File: config.mk
export PLATFORM = sky130hd
export DESIGN_NAME = mem_arbiter
export DESIGN_NICKNAME = d
export VERILOG_FILES = /design/src/rtl/mem_arbiter.sv
export SDC_FILE = /design/constraint.sdc
export NUM_CORES = 1
export LEC_CHECK = 0
export ABC_AREA = 1
export BUFFER_PORTS_ARGS = -buffer_cell sky130_fd_sc_hd__buf_2
export CAP_MARGIN = 5
export CORE_ASPECT_RATIO = 1.1
export CORE_MARGIN = 5
export CORE_UTILIZATION = 38
export CTS_BUF_LIST = sky130_fd_sc_hd__clkbuf_16
export CTS_CLUSTER_DIAMETER = 100
export DETAILED_ROUTE_END_ITERATION = 8
export PLACE_DENSITY = 0.74
export SKIP_LAST_GASP = 1
export SLEW_MARGIN = 25
export SYNTH_ARGS = -nofsm -noshare
export SYNTH_HDL_FRONTEND = slang
export SYNTH_SLANG_ARGS = --single-unit
File: constraint.sdc
create_clock -name clk_i -period 1 [get_ports clk_i]
set_input_delay 0.3 -clock clk_i [delete_from_list [all_inputs] [get_ports clk_i]]
set_output_delay 0.3 -clock clk_i [all_outputs]
set_load 0.02 [all_outputs]
File: src/rtl/mem_arbiter.sv
// Two-port arbiter in front of a single-ported synchronous data memory.
//
// Port 0 is the CPU datapath, port 1 the loader/debug path. A request is
// sampled only while the arbiter is idle; the winner's command is latched and
// issued to memory for exactly one cycle (gntN pulse). Reads then spend one
// more cycle collecting the synchronous memory data (rvalidN pulse).
//
// Ports:
//   clk_i, rst_ni              clock, asynchronous active-low reset
//   reqN_i, wrN_i              per-port request and direction (1 = write)
//   addrN_i, wdataN_i          per-port address and write data
//   gntN_o                     command for port N issued this cycle
//   rvalidN_o                  rdata_o carries port N's read data this cycle
//   rdata_o                    shared read data (valid only with rvalidN_o)
//   stall0_o                   CPU hold: req0_i high without gnt0_o
//   mem_write_o, mem_addr_o,
//   mem_wdata_o                memory-side command
//   mem_rdata_i                memory read data, one cycle after the address
module mem_arbiter #(
  parameter int unsigned WIDTH    = 16,
  parameter int unsigned D_ADDR_W = 8
) (
  input  logic                clk_i,
  input  logic                rst_ni,
  input  logic                req0_i,
  input  logic                req1_i,
  input  logic                wr0_i,
  input  logic                wr1_i,
  input  logic [D_ADDR_W-1:0] addr0_i,
  input  logic [D_ADDR_W-1:0] addr1_i,
  input  logic [WIDTH-1:0]    wdata0_i,
  input  logic [WIDTH-1:0]    wdata1_i,
  output logic                gnt0_o,
  output logic                gnt1_o,
  output logic                rvalid0_o,
  output logic                rvalid1_o,
  output logic [WIDTH-1:0]    rdata_o,
  output logic                stall0_o,
  output logic                mem_write_o,
  output logic [D_ADDR_W-1:0] mem_addr_o,
  output logic [WIDTH-1:0]    mem_wdata_o,
  input  logic [WIDTH-1:0]    mem_rdata_i
);

  typedef enum logic [1:0] {
    StIdle,
    StAccess,
    StResp
  } state_e;

  state_e                state_q;
  logic                  last_gnt_q;  // port granted most recently
  logic                  win_q;       // port owning the transaction in flight
  logic                  wr_q;
  logic [D_ADDR_W-1:0]   addr_q;
  logic [WIDTH-1:0]      wdata_q;
  logic                  gnt0_q;
  logic                  gnt1_q;
  logic                  rvalid0_q;
  logic                  rvalid1_q;
  logic                  mem_write_q;

  // Arbitration decision for the current idle cycle.
  logic                  any_req;
  logic                  win_d;
  logic                  wr_d;
  logic [D_ADDR_W-1:0]   addr_d;
  logic [WIDTH-1:0]      wdata_d;

  always_comb begin
    any_req = req0_i | req1_i;
    // Contested: the port that did not win last time. Uncontested: whoever asks.
    if (req0_i && req1_i) begin
      win_d = ~last_gnt_q;
    end else begin
      win_d = req1_i;
    end
    wr_d    = win_d ? wr1_i    : wr0_i;
    addr_d  = win_d ? addr1_i  : addr0_i;
    wdata_d = win_d ? wdata1_i : wdata0_i;
  end

  // Single FSM process; every output pulse is registered so it is glitch-free
  // and cleared asynchronously by reset.
  always_ff @(posedge clk_i or negedge rst_ni) begin
    if (!rst_ni) begin
      state_q     <= StIdle;
      last_gnt_q  <= 1'b1;
      win_q       <= 1'b0;
      wr_q        <= 1'b0;
      addr_q      <= '0;
      wdata_q     <= '0;
      gnt0_q      <= 1'b0;
      gnt1_q      <= 1'b0;
      rvalid0_q   <= 1'b0;
      rvalid1_q   <= 1'b0;
      mem_write_q <= 1'b0;
    end else begin
      // Pulses default low; each state raises only what it owns.
      gnt0_q      <= 1'b0;
      gnt1_q      <= 1'b0;
      rvalid0_q   <= 1'b0;
      rvalid1_q   <= 1'b0;
      mem_write_q <= 1'b0;
      unique case (state_q)
        StIdle: begin
          if (any_req) begin
            win_q       <= win_d;
            last_gnt_q  <= win_d;
            wr_q        <= wr_d;
            addr_q      <= addr_d;
            wdata_q     <= wdata_d;
            gnt0_q      <= ~win_d;
            gnt1_q      <= win_d;
            mem_write_q <= wr_d;
            state_q     <= StAccess;
          end
        end
        StAccess: begin
          if (wr_q) begin
            state_q <= StIdle;
          end else begin
            // Memory samples the address at this edge; data is valid in StResp.
            rvalid0_q <= ~win_q;
            rvalid1_q <= win_q;
            state_q   <= StResp;
          end
        end
        StResp: begin
          state_q <= StIdle;
        end
        default: begin
          state_q <= StIdle;
        end
      endcase
    end
  end

  assign gnt0_o      = gnt0_q;
  assign gnt1_o      = gnt1_q;
  assign rvalid0_o   = rvalid0_q;
  assign rvalid1_o   = rvalid1_q;
  assign mem_write_o = mem_write_q;
  // The latched command doubles as the memory command; it only changes when a
  // new request is accepted, so the address holds between transactions.
  assign mem_addr_o  = addr_q;
  assign mem_wdata_o = wdata_q;
  assign rdata_o     = mem_rdata_i;
  assign stall0_o    = req0_i & ~gnt0_q;

endmodule

Word level (Yosys, flattened, before mapping)
Cells that the tools add are included.
- add/sub/neg operators: 0
- multipliers: 0
- div/mod/pow operators: 0
- order comparisons: 0
- equal/unequal tests: 2
- shift-type cells: 0
- multiplexer cells: 17
- bitwise logic cells: 6
- reductions and logical operators: 3
- operators with widths (operator ; count):
    16-bit 2-to-1 mux ; 1
    1-bit 2-to-1 mux ; 12
    8-bit 2-to-1 mux ; 1
    2-bit 2-to-1 mux ; 2
    1-bit NOT ; 4
    2-bit one-hot mux with 2 select lines ; 1
    2-bit by 1-bit equality test with 1-bit output, second input constant ; 1
    2-bit logical NOT ; 1
    2-bit inequality test, second input constant ; 1
    2-bit AND reduction ; 1
    1-bit bitwise AND ; 1
    1-bit logical AND ; 1
    1-bit bitwise OR ; 1
- register bits: 34
- latch bits: 0
- RAM bits: 0
- bits in read-only memories: 0
- input bits: 70
- output and inout bits: 46
- word-level logic and storage cells: 39
- memories: 0

Logic depth before layout (Yosys ltp)
Gate-level depths: netlist of run 1.
- depth after elaboration: 5
- mapped depth: 7
- depth with buffers taken out: 6

Worst setup path after synthesis of run 1
Ideal clock, no wire load.
- path kind: register to register
- from: reg last_gnt_q
- to: reg addr_q[4] (netlist: mem_addr_o[4])
- setup time: 117 ps
- arrival time: 1014 ps
- required time: 883 ps
- slack: -132 ps
- cell stages (with the launch flop): 7
- path buffers: 1
- period minus slack after synthesis: 1132 ps
- cells stage by stage: dfstp_2 nand2_2 nand2_4 buf_4 nand2_1 nand3_1 nand2_1
- longest elaborated chain between the ends: 3
- RTL lines (element ; line ; RTL):
    start: declaration ; 52 ; logic last_gnt_q;
    start signal: assignment ; 109 ; last_gnt_q <= win_d;
    1-bit NOT ; 74 ; win_d = ~last_gnt_q;
    1-bit 2-to-1 mux ; 73 ; if (req0_i && req1_i) begin
    8-bit 2-to-1 mux ; 79 ; addr_d = win_d ? addr1_i : addr0_i;
    end signal: assignment ; 111 ; addr_q <= addr_d;
    end: declaration ; 55 ; logic [D_ADDR_W-1:0] addr_q;
No other way between the ends.
A chain may end at the register's enable or synchronous reset.

Worst setup path in the final report of run 1
- from: reg last_gnt_q
- to: reg wdata_q[2] (netlist: mem_wdata_o[2])
- longest elaborated chain between the ends: 3
- RTL lines (element ; line ; RTL):
    1-bit NOT ; 74 ;
    1-bit 2-to-1 mux ; 73 ;
    16-bit 2-to-1 mux ; 80 ; wdata_d = win_d ? wdata1_i : wdata0_i;
    end signal: assignment ; 112 ; wdata_q <= wdata_d;
    end: declaration ; 56 ; logic [WIDTH-1:0] wdata_q;
No other way between the ends.

==> run_results.csv, run 1 <==
group,metric,value,unit
setup_path,rrSetupSlack,-0.19,ns
pwr,worst_ir_drop_vdd,0.00129,V
timing,setup_slack,-0.194,ns
layout,fillers,417,
placement,placed_cells,360,
setup_path,cp.arrival,1.35,ns
layout,mostFrequentLayoutCells,"nand2_1, buf_2, buf_6, dfrtp_1, inv_1",
setup_path,timing.rr.start,"last_gnt_q$_DFFE_PN1P_",
floorplanning,die_area,6370,µm²
timing,finalCritPeriodShare,119,%
route,drt_iter0_markers,59,
yosys,ys_ff_latch,34,
yosys,synth_nets,304,
route,firstDrtPassIters,4,
layout,multiInputGateArea,862,µm²
timing,timing.hold.ws,0.324,ns
yosys,synth.distinct_cells,18,
route,ant_nets,0,
layout,antennaDiodeCount,0,
timing,skew,0.00503,ns
route,wl,5.31,mm
min_path,holdCritStartpoint,"wdata0_i[1]",
route,viasPerCell,4.65,
timing,slew_viol_final,0,
layout,syn_to_final_growth,58.4,%
layout,finalNonFillerCells,384,
timing,finalSetupViolations,60,
route,vias,1784,
setup_path,crit_required,1.16,ns
yosys,netlist.area_leader.share,44.6,%
cts,cts-buffers-inserted,5,
job,maxCapViolCount,0,
yosys,synth_area,1850,µm²
timing,fmax,0.838,GHz
cts,h-tree-depth,2,
timing,worst_slew_pin_slew,0.283,ns
placement,dp_hpwl,3.60,mm
pwr,p_leak,1.66,nW
floorplanning,ios,116,
yosys,yosys_warnings,0,
floorplanning,fp.dieH,83.2,µm
floorplanning,num_rows,26,
cts,cts_tree,"done",
timing,final_hold_viol_count,0,
layout,utilization,62.6,%
grt,antenna_found_initial,0,
setup_path,cp-end-kind,"register",
min_path,hp-class,"input port to register",
run_status,run_status,"finished with violations",
grt,grt_usage,15.7,%
timing,setup-tns-final,-7.55,ns
layout,drive_above_1_share,48.2,%
yosys,synth_largest_area_cell,"dfrtp_1",
layout,final_common_cell,"nand2_1",
yosys,yosysSeqAreaShare,46.0,%
setup_path,worstSetupStartpoint,"last_gnt_q$_DFFE_PN1P_",
grt,grt_pass1_wl,8.34,mm
run_status,violations,"negative setup slack",
floorplanning,core_area,4680,µm²
timing,min_period,1.19,ns
placement,gp_congestion,0.768,
setup_path,critical_path.max_fanout,6,
floorplanning,start_util,39.5,%
setup_path,worst-setup-path-type,"register to register",
layout,nNetsFinal,397,
route,wl_per_cell,13.8,µm
grt,grt_pass1_vias,1822,
yosys,synth_cells,234,
timing,slew-limit-headroom,81.1,%
floorplanning,die_x,76.5,µm
yosys,synth_area_per_cell,7.91,µm²
cts,clockRootBuffer,"clkbuf_16",
yosys,synthTopCellsByArea,"dfrtp_1, nand2_1, buf_4, nand3b_1, nand3_1",
cts,clkLatencyLatePin,0.27,ns
pwr,power_density,2920,nW/µm²
cts,clock_sinks,34,
cts,clk_pin_slew,0.05,ns
route,drc,0,
setup_path,setup.worst_path.start_class,"register",
grt,overflow,0,
cts,cts_buffer_depth,2,
grt,grt_max_degree,28,
placement,portBuffers,83,
layout,seq_area,852,µm²
timing,grt_setup_unrepaired,"yes",
==> kinds of logic (layout without fill, tap and decap cells) <==
group | Yosys count | count (layout) | share of synthesized area [%]
AND/OR/NAND/NOR | 145 | 145 | 36.9
buffers and inverters | 54 | 148 | 16.8
AO/OA/AOI/OAI | 1 | 1 | 0.270
flip-flops | 34 | 34 | 46.0
==> critical path, cell delays in order, from the launching register on <==
cell	delay, ns
dfstp_2	0.55
nand2_4	0.08
nand2_8	0.12
clkbuf_16	0.16
nand2_2	0.04
nand3_1	0.06
nand2_1	0.06
==> flip-flops by register name, summed over array words and instances (netlist names) <==
register	cells
mem_wdata_o	16
mem_addr_o	8
state_q	2
gnt0_o	1
gnt1_o	1
last_gnt_q	1
mem_write_o	1
rvalid0_o	1
rvalid1_o	1
win_q	1
wr_q	1
==> cells in the mapped netlist <==
master and number:
nand2_2 1, dfrtp_1 33, nor2_4 1, nand2_4 1
buf_6 4, o21ai_0 1, nand2_1 91, nor2_8 1
buf_2 3, clkbuf_1 1, nor3_1 2, inv_1 26
inv_4 1, nand3b_1 19, nand3_1 25, nor2_1 4
buf_4 19, dfstp_2 1
==> per-layer routing <==
metal,vias to the layer above,wire length (µm),track usage (%)
met2,55,2770,27.5
met1,835,2130,17.9
met3,6,384,5.30
met5,-,0,0
met4,0,24,4.61
li1,888,-,-
==> through the flow <==
stage,worst slack [ns],area (µm²),total power [mW]
3_5_place_dp,-0.161,2280,5.69
4_1_cts,-0.184,2760,8.25
3_3_place_gp,-0.127,2280,5.60
2_1_floorplan,-0.0934,1870,4.66
5_1_grt,-0.269,2930,9.10
6_report,-0.194,2930,8.55
==> final cells by class <==
class,count,area share (%)
repair buffers,113,30.9
multi-input cells,146,29.4
flip-flops and latches,34,29.1
clock buffers,5,4.27
inverters,27,3.63
well taps,56,2.39
clock inverters,3,0.384
==> path summary, 6_finish.rpt <==
path                                              endpoint  depth (start not counted)
worst max-delay path            mem_wdata_o[2]$_DFFE_PN0P_                          6
worst min-delay path            mem_wdata_o[1]$_DFFE_PN0P_                          5
worst max register to register  mem_wdata_o[2]$_DFFE_PN0P_                          6
worst min register to register         rvalid0_o$_DFF_PN0_                          1
max in group asynchronous                 gnt0_o$_DFF_PN0_                          3
min in group asynchronous           state_q[0]$_DFFE_PN0P_                          2
==> report_power, final <==
group | switching (mW) | internal, mW | total, mW
Combinational | 2.38 | 2.25 | 4.63
Sequential | 0.474 | 2.06 | 2.53
Clock | 0.496 | 0.892 | 1.39
==> repair_timing <==
action,in CTS,in global routing
hold buffers,1,0
hold endpoints to repair,7,0
pin swaps,7,19
gates resized for setup,86,24
setup buffers,6,8
cloned,0,1
endpoints found under the setup margin,60,60
No activity file was read; power rests on OpenSTA's default activity.
==> run 2: changes to the inputs <==
--- a/config.mk
+++ b/config.mk
@@ -11,9 +11,9 @@
 export CORE_ASPECT_RATIO = 1.1
 export CORE_MARGIN = 5
-export CORE_UTILIZATION = 38
+export CORE_UTILIZATION = 43
 export CTS_BUF_LIST = sky130_fd_sc_hd__clkbuf_16
 export CTS_CLUSTER_DIAMETER = 100
 export DETAILED_ROUTE_END_ITERATION = 8
-export PLACE_DENSITY = 0.74
+export PLACE_DENSITY = 0.8
 export SKIP_LAST_GASP = 1
 export SLEW_MARGIN = 25
==> constraint.sdc (replaced) <==
create_clock -name clk_i -period 1.1 [get_ports clk_i]
set_input_delay 0.11 -clock clk_i [delete_from_list [all_inputs] [get_ports clk_i]]
set_output_delay 0.11 -clock clk_i [all_outputs]
set_load 0.02 [all_outputs]
==> run_results.csv, run 2 (synthesized netlist as in run 1, its figures left out) <==
group,metric,value,unit
grt,grt_usage,17.4,%
grt,overflow,0,
run_status,violations,"negative setup slack",
route,drc,0,
setup_path,setup.worst_path.start_class,"register",
job,maxCapViolCount,0,
min_path,hold_path_depth,5,
placement,placed_cell_area,2280,µm²
timing,final_hold_viol_count,0,
route,ant_nets,0,
route,wl,5.24,mm
grt,grt_pass1_vias,1723,
cts,clkLatencyLatePin,0.27,ns
cts,h-tree-depth,2,
timing,setup_slack,-0.0956,ns
setup_path,reg2reg_depth,6,
floorplanning,core_area,4220,µm²
timing,finalSetupViolations,26,
pwr,p_leak,1.55,nW
route,firstDrtPassIters,4,
setup_path,cp.arrival,1.36,ns
setup_path,crit_required,1.26,ns
cts,cts-buffers-inserted,5,
setup_path,critical-path-slowest-cell,"dfstp_2",
cts,clk_pin_slew,0.05,ns
layout,nNetsFinal,392,
route,viasPerCell,4.75,
timing,fmax,0.836,GHz
cts,cts_tree,"done",
pwr,power.total,7.09,mW
route,vias,1792,
floorplanning,die_x,72.6,µm
layout,final_common_cell,"buf_2",
setup_path,rrSetupSlack,-0.1,ns
run_status,run_status,"finished with violations",
floorplanning,fp.dieH,78.8,µm
min_path,hp-class,"input port to register",
setup_path,worst-setup-path-type,"register to register",
layout,drive_above_1_share,43.3,%
floorplanning,ios,116,
timing,grt_setup_unrepaired,"yes",
timing,min_period,1.20,ns
route,wl_per_cell,13.9,µm
timing,worst_slew_pin_slew,0.408,ns
setup_path,slowest_delay,0.55,ns
layout,largest_register_ffs,16,
layout,fin_area,2670,µm²
layout,seq_area,852,µm²
cts,clock_sinks,34,
route,drt_iter0_markers,89,
timing,slew_viol_final,0,
placement,dp_hpwl,3.57,mm
timing,finalCritPeriodShare,109,%
cts,cts_buffer_depth,2,
setup_path,cp-end-kind,"register",
floorplanning,die_area,5720,µm²
setup_path,crit_chain,"nand2_4 -> nand2_8 -> clkbuf_16 -> nand2_2 -> nand3_2 -> nand2_1",
layout,multiInputGateArea,779,µm²
cts,clockRootBuffer,"clkbuf_16",
placement,portBuffers,83,
timing,skew,0.00294,ns
layout,fillers,376,
pwr,power_density,2660,nW/µm²
grt,grt_pass1_wl,7.87,mm
setup_path,critical_path.max_fanout,7,
placement,gp_congestion,0.771,
layout,antennaDiodeCount,0,
layout,syn_to_final_growth,44.1,%
grt,grt_max_degree,28,
floorplanning,num_rows,25,
grt,antenna_found_initial,0,
layout,mostFrequentLayoutCells,"buf_2, nand2_1, dfrtp_1, inv_1, nand3b_1",
pwr,worst_ir_drop_vdd,0.00141,V
timing,slew-limit-headroom,72.8,%
floorplanning,start_util,43.8,%
run 2: cell count changes in the layout (fill, tap and decap cells not counted), sizes merged:
cell / previous run / this run
inv: 30 / 28
clkbuf: 6 / 8
clkinv: 0 / 4
buf: 111 / 102
run 2: timing repair:
item / in CTS / in global routing
setup endpoints to repair: 27 / 29
setup buffers: 0 / 5
gates cloned: 0 / 5
pin swaps: 1 / 13
resized for setup: 0 / 29
hold buffers: 1 / 0
hold endpoints to repair: 14 / 0
run 2: area by class of cell:
class / count / area share (%)
sequential: 34 / 32.0
multi-input combinational: 146 / 29.2
timing repair buffer: 106 / 26.1
clock buffer: 5 / 4.69
inverter: 27 / 4.27
tap: 54 / 2.53
timing repair inverter: 2 / 0.751
clock inverter: 3 / 0.422
run 2: power by group:
part	total (mW)	internal (mW)	switching [mW]
clock network	1.28	0.813	0.464
logic	3.63	1.45	2.17
registers	2.19	1.86	0.327
run 2: path summary, 6_finish.rpt:
| check | end | start |
|---|---|---|
| worst min-delay path | mem_addr_o[0]$_DFFE_PN0P_ | addr0_i[0] |
| max in group asynchronous | gnt0_o$_DFF_PN0_ | rst_ni |
| worst max-delay path | mem_wdata_o[10]$_DFFE_PN0P_ | last_gnt_q$_DFFE_PN1P_ |
| worst min register to register | rvalid0_o$_DFF_PN0_ | win_q$_DFFE_PN0P_ |
| worst max register to register | mem_wdata_o[10]$_DFFE_PN0P_ | last_gnt_q$_DFFE_PN1P_ |
| min in group asynchronous | mem_addr_o[4]$_DFFE_PN0P_ | rst_ni |
run 2: stage by stage:
stage / setup slack, ns / hold WS [ns] / cells / util, % / TNS, ns
floorplan: 0.00146 / -0.186 / 234 / - / 0
global placement: -0.0210 / 0.0581 / 358 / 53.9 / -0.108
detailed placement: -0.0619 / 0.0647 / 358 / 53.9 / -1.08
CTS: -0.0628 / 0.121 / 367 / 57.4 / -1.12
global route: -0.139 / 0.147 / 377 / 63.1 / -3.22
finish: -0.0956 / 0.122 / 377 / 63.1 / -1.83
run 2: routing by layer:
metal  track usage [%]  wire [µm]
met1              21.2       2070
met5                 0          0
met4              4.61         29
met3              4.68        416
met2              30.0       2730
run 2: critical path, delay by kind of cell, from the launching register on:
family,cells,cell delay [ns]
buf+inv,1,0.16
simple gates,5,0.37
flops,1,0.55
==> run 3: changes to the inputs <==
- CORE_UTILIZATION: 43 -> 38
- HOLD_SLACK_MARGIN: not set -> 0.02
- PLACE_DENSITY: 0.8 -> 0.74
- SKIP_LAST_GASP: 1 -> not set
- clock period: 1.1 -> 0.97 ns (I/O delays scaled with it)
==> run_results.csv, run 3 (synthesized netlist as in run 1, its figures left out) <==
group,metric,value,unit
placement,pre_cts_slack,-0.197,ns
placement,placed_cell_area,2290,µm²
pwr,power_density,2940,nW/µm²
layout,largest_register_ffs,16,
pwr,power.total,7.79,mW
timing,min_period,1.17,ns
setup_path,slowest_delay,0.55,ns
floorplanning,fp.dieH,83.2,µm
layout,antennaDiodeCount,0,
floorplanning,die_x,76.5,µm
timing,slew_viol_final,0,
min_path,holdCritStartpoint,"addr0_i[0]",
timing,grt_setup_unrepaired,"yes",
pwr,p_leak,1.54,nW
cts,h-tree-depth,2,
setup_path,crit_required,1.13,ns
setup_path,cp-end-kind,"register",
floorplanning,die_area,6370,µm²
setup_path,reg2reg_depth,6,
grt,antenna_found_initial,0,
job,maxCapViolCount,0,
route,firstDrtPassIters,4,
cts,clockRootBuffer,"clkbuf_16",
route,drc,0,
cts,cts-buffers-inserted,5,
cts,cts_tree,"done",
timing,worst_slew_pin_slew,0.232,ns
layout,finalNonFillerCells,374,
timing,skew,0.00745,ns
timing,finalSetupViolations,30,
setup_path,timing.rr.start,"last_gnt_q$_DFFE_PN1P_",
setup_path,setup.worst_path.start_class,"register",
timing,setup_slack,-0.200,ns
setup_path,worstSetupStartpoint,"last_gnt_q$_DFFE_PN1P_",
placement,dp_hpwl,3.61,mm
layout,nNetsFinal,387,
timing,finalCritPeriodShare,121,%
timing,slew-limit-headroom,84.5,%
setup_path,cp.arrival,1.33,ns
timing,final_hold_viol_count,0,
grt,grt_max_degree,28,
layout,final_common_cell,"buf_2",
floorplanning,core_area,4680,µm²
min_path,hold_path_depth,5,
placement,placed_cells,361,
setup_path,critical_path.max_fanout,6,
run_status,violations,"negative setup slack",
setup_path,rrSetupSlack,-0.20,ns
floorplanning,ios,116,
floorplanning,start_util,39.5,%
setup_path,r2r-end,"mem_wdata_o[3]$_DFFE_PN0P_",
layout,syn_to_final_growth,43.1,%
setup_path,critical-path-slowest-cell,"dfstp_2",
min_path,hp-class,"input port to register",
grt,overflow,0,
grt,grt_pass1_vias,1779,
layout,mostFrequentLayoutCells,"buf_2, nand2_1, dfrtp_1, inv_1, nand3b_1",
setup_path,path_depth,6,
pwr,worst_ir_drop_vdd,0.00125,V
run_status,run_status,"finished with violations",
setup_path,cpLargestDelayFamily,"flip-flops",
setup_path,worstSetupEndpoint,"mem_wdata_o[3]$_DFFE_PN0P_",
cts,clk_pin_slew,0.05,ns
setup_path,cp_num_buf_inv,1,
timing,fmax,0.855,GHz
grt,grt_usage,15.7,%
route,vias,1718,
layout,drive_above_1_share,45.6,%
route,wl,5.01,mm
route,drt_iter0_markers,43,
placement,portBuffers,83,
setup_path,worst-setup-path-type,"register to register",
placement,gp_congestion,0.764,
cts,clock_sinks,34,
setup_path,crit_chain,"nand2_4 -> nand2_8 -> clkbuf_16 -> nand2_2 -> nand3_2 -> nand2_1",
route,wl_per_cell,13.4,µm
layout,fin_area,2650,µm²
route,viasPerCell,4.59,
timing,timing.hold.ws,0.121,ns
cts,cts_buffer_depth,2,
route,ant_nets,0,
grt,grt_pass1_wl,8.32,mm
floorplanning,num_rows,26,
cts,clkLatencyLatePin,0.27,ns
-- run 3: worst register-to-register path, stage by stage (launching register included) --
cell and delay [ns]:
dfstp_2 0.55, nand2_4 0.08, nand2_8 0.10, clkbuf_16 0.17, nand2_2 0.05, nand3_2 0.05, nand2_1 0.05
-- run 3: worst min-delay path by stage --
stage	slack, ns	end
finish	0.12	mem_addr_o[0]$_DFFE_PN0P_
global route	0.13	mem_addr_o[0]$_DFFE_PN0P_
CTS	0.12	mem_wdata_o[7]$_DFFE_PN0P_
detailed placement	0.07	rvalid1_o$_DFF_PN0_
global placement	0.06	rvalid1_o$_DFF_PN0_
floorplan	-0.20	gnt0_o$_DFF_PN0_
-- run 3: final cells by class --
| cell class | instances | area (µm²) |
|---|---|---|
| Clock buffer | 5 | 125 |
| Clock inverter | 3 | 12.5 |
| Fill cell | 457 | 2040 |
| Inverter | 27 | 109 |
| Multi-Input combinational cell | 146 | 835 |
| Sequential cell | 34 | 852 |
| Tap cell | 56 | 70.1 |
| Timing Repair Buffer | 103 | 646 |
-- run 3: metal layers --
| metal | up-vias | global-route usage [%] | routed length, µm |
|---|---|---|---|
| li1 | 862 | - | - |
| met1 | 790 | 17.6 | 2090 |
| met2 | 54 | 27.5 | 2500 |
| met3 | 12 | 4.65 | 349 |
| met4 | 0 | 6.52 | 68 |
| met5 | - | 0 | 0 |
-- run 3: timing repair --
item                                   in CTS  in global routing
endpoints found under the hold margin      33                  0
buffers inserted                            1                  2
gates resized for setup                    19                 23
hold buffers                                1                  0
setup endpoints to repair                  31                 32
pin swaps                                   3                  3
cloned                                      1                  1
-- run 3: power by group --
group | switching (mW) | internal, mW | total (mW)
clock network | 0.517 | 0.925 | 1.44
logic | 2.38 | 1.51 | 3.88
registers | 0.351 | 2.11 | 2.46
-- run 3: metrics by stage --
stage          utilization [%]  TNS (ns)
2_1_floorplan                -     -3.20
3_3_place_gp              48.9     -3.66
3_5_place_dp              48.9     -4.44
4_1_cts                   54.0     -4.89
5_1_grt                   56.5     -6.91
6_report                  56.5     -5.05
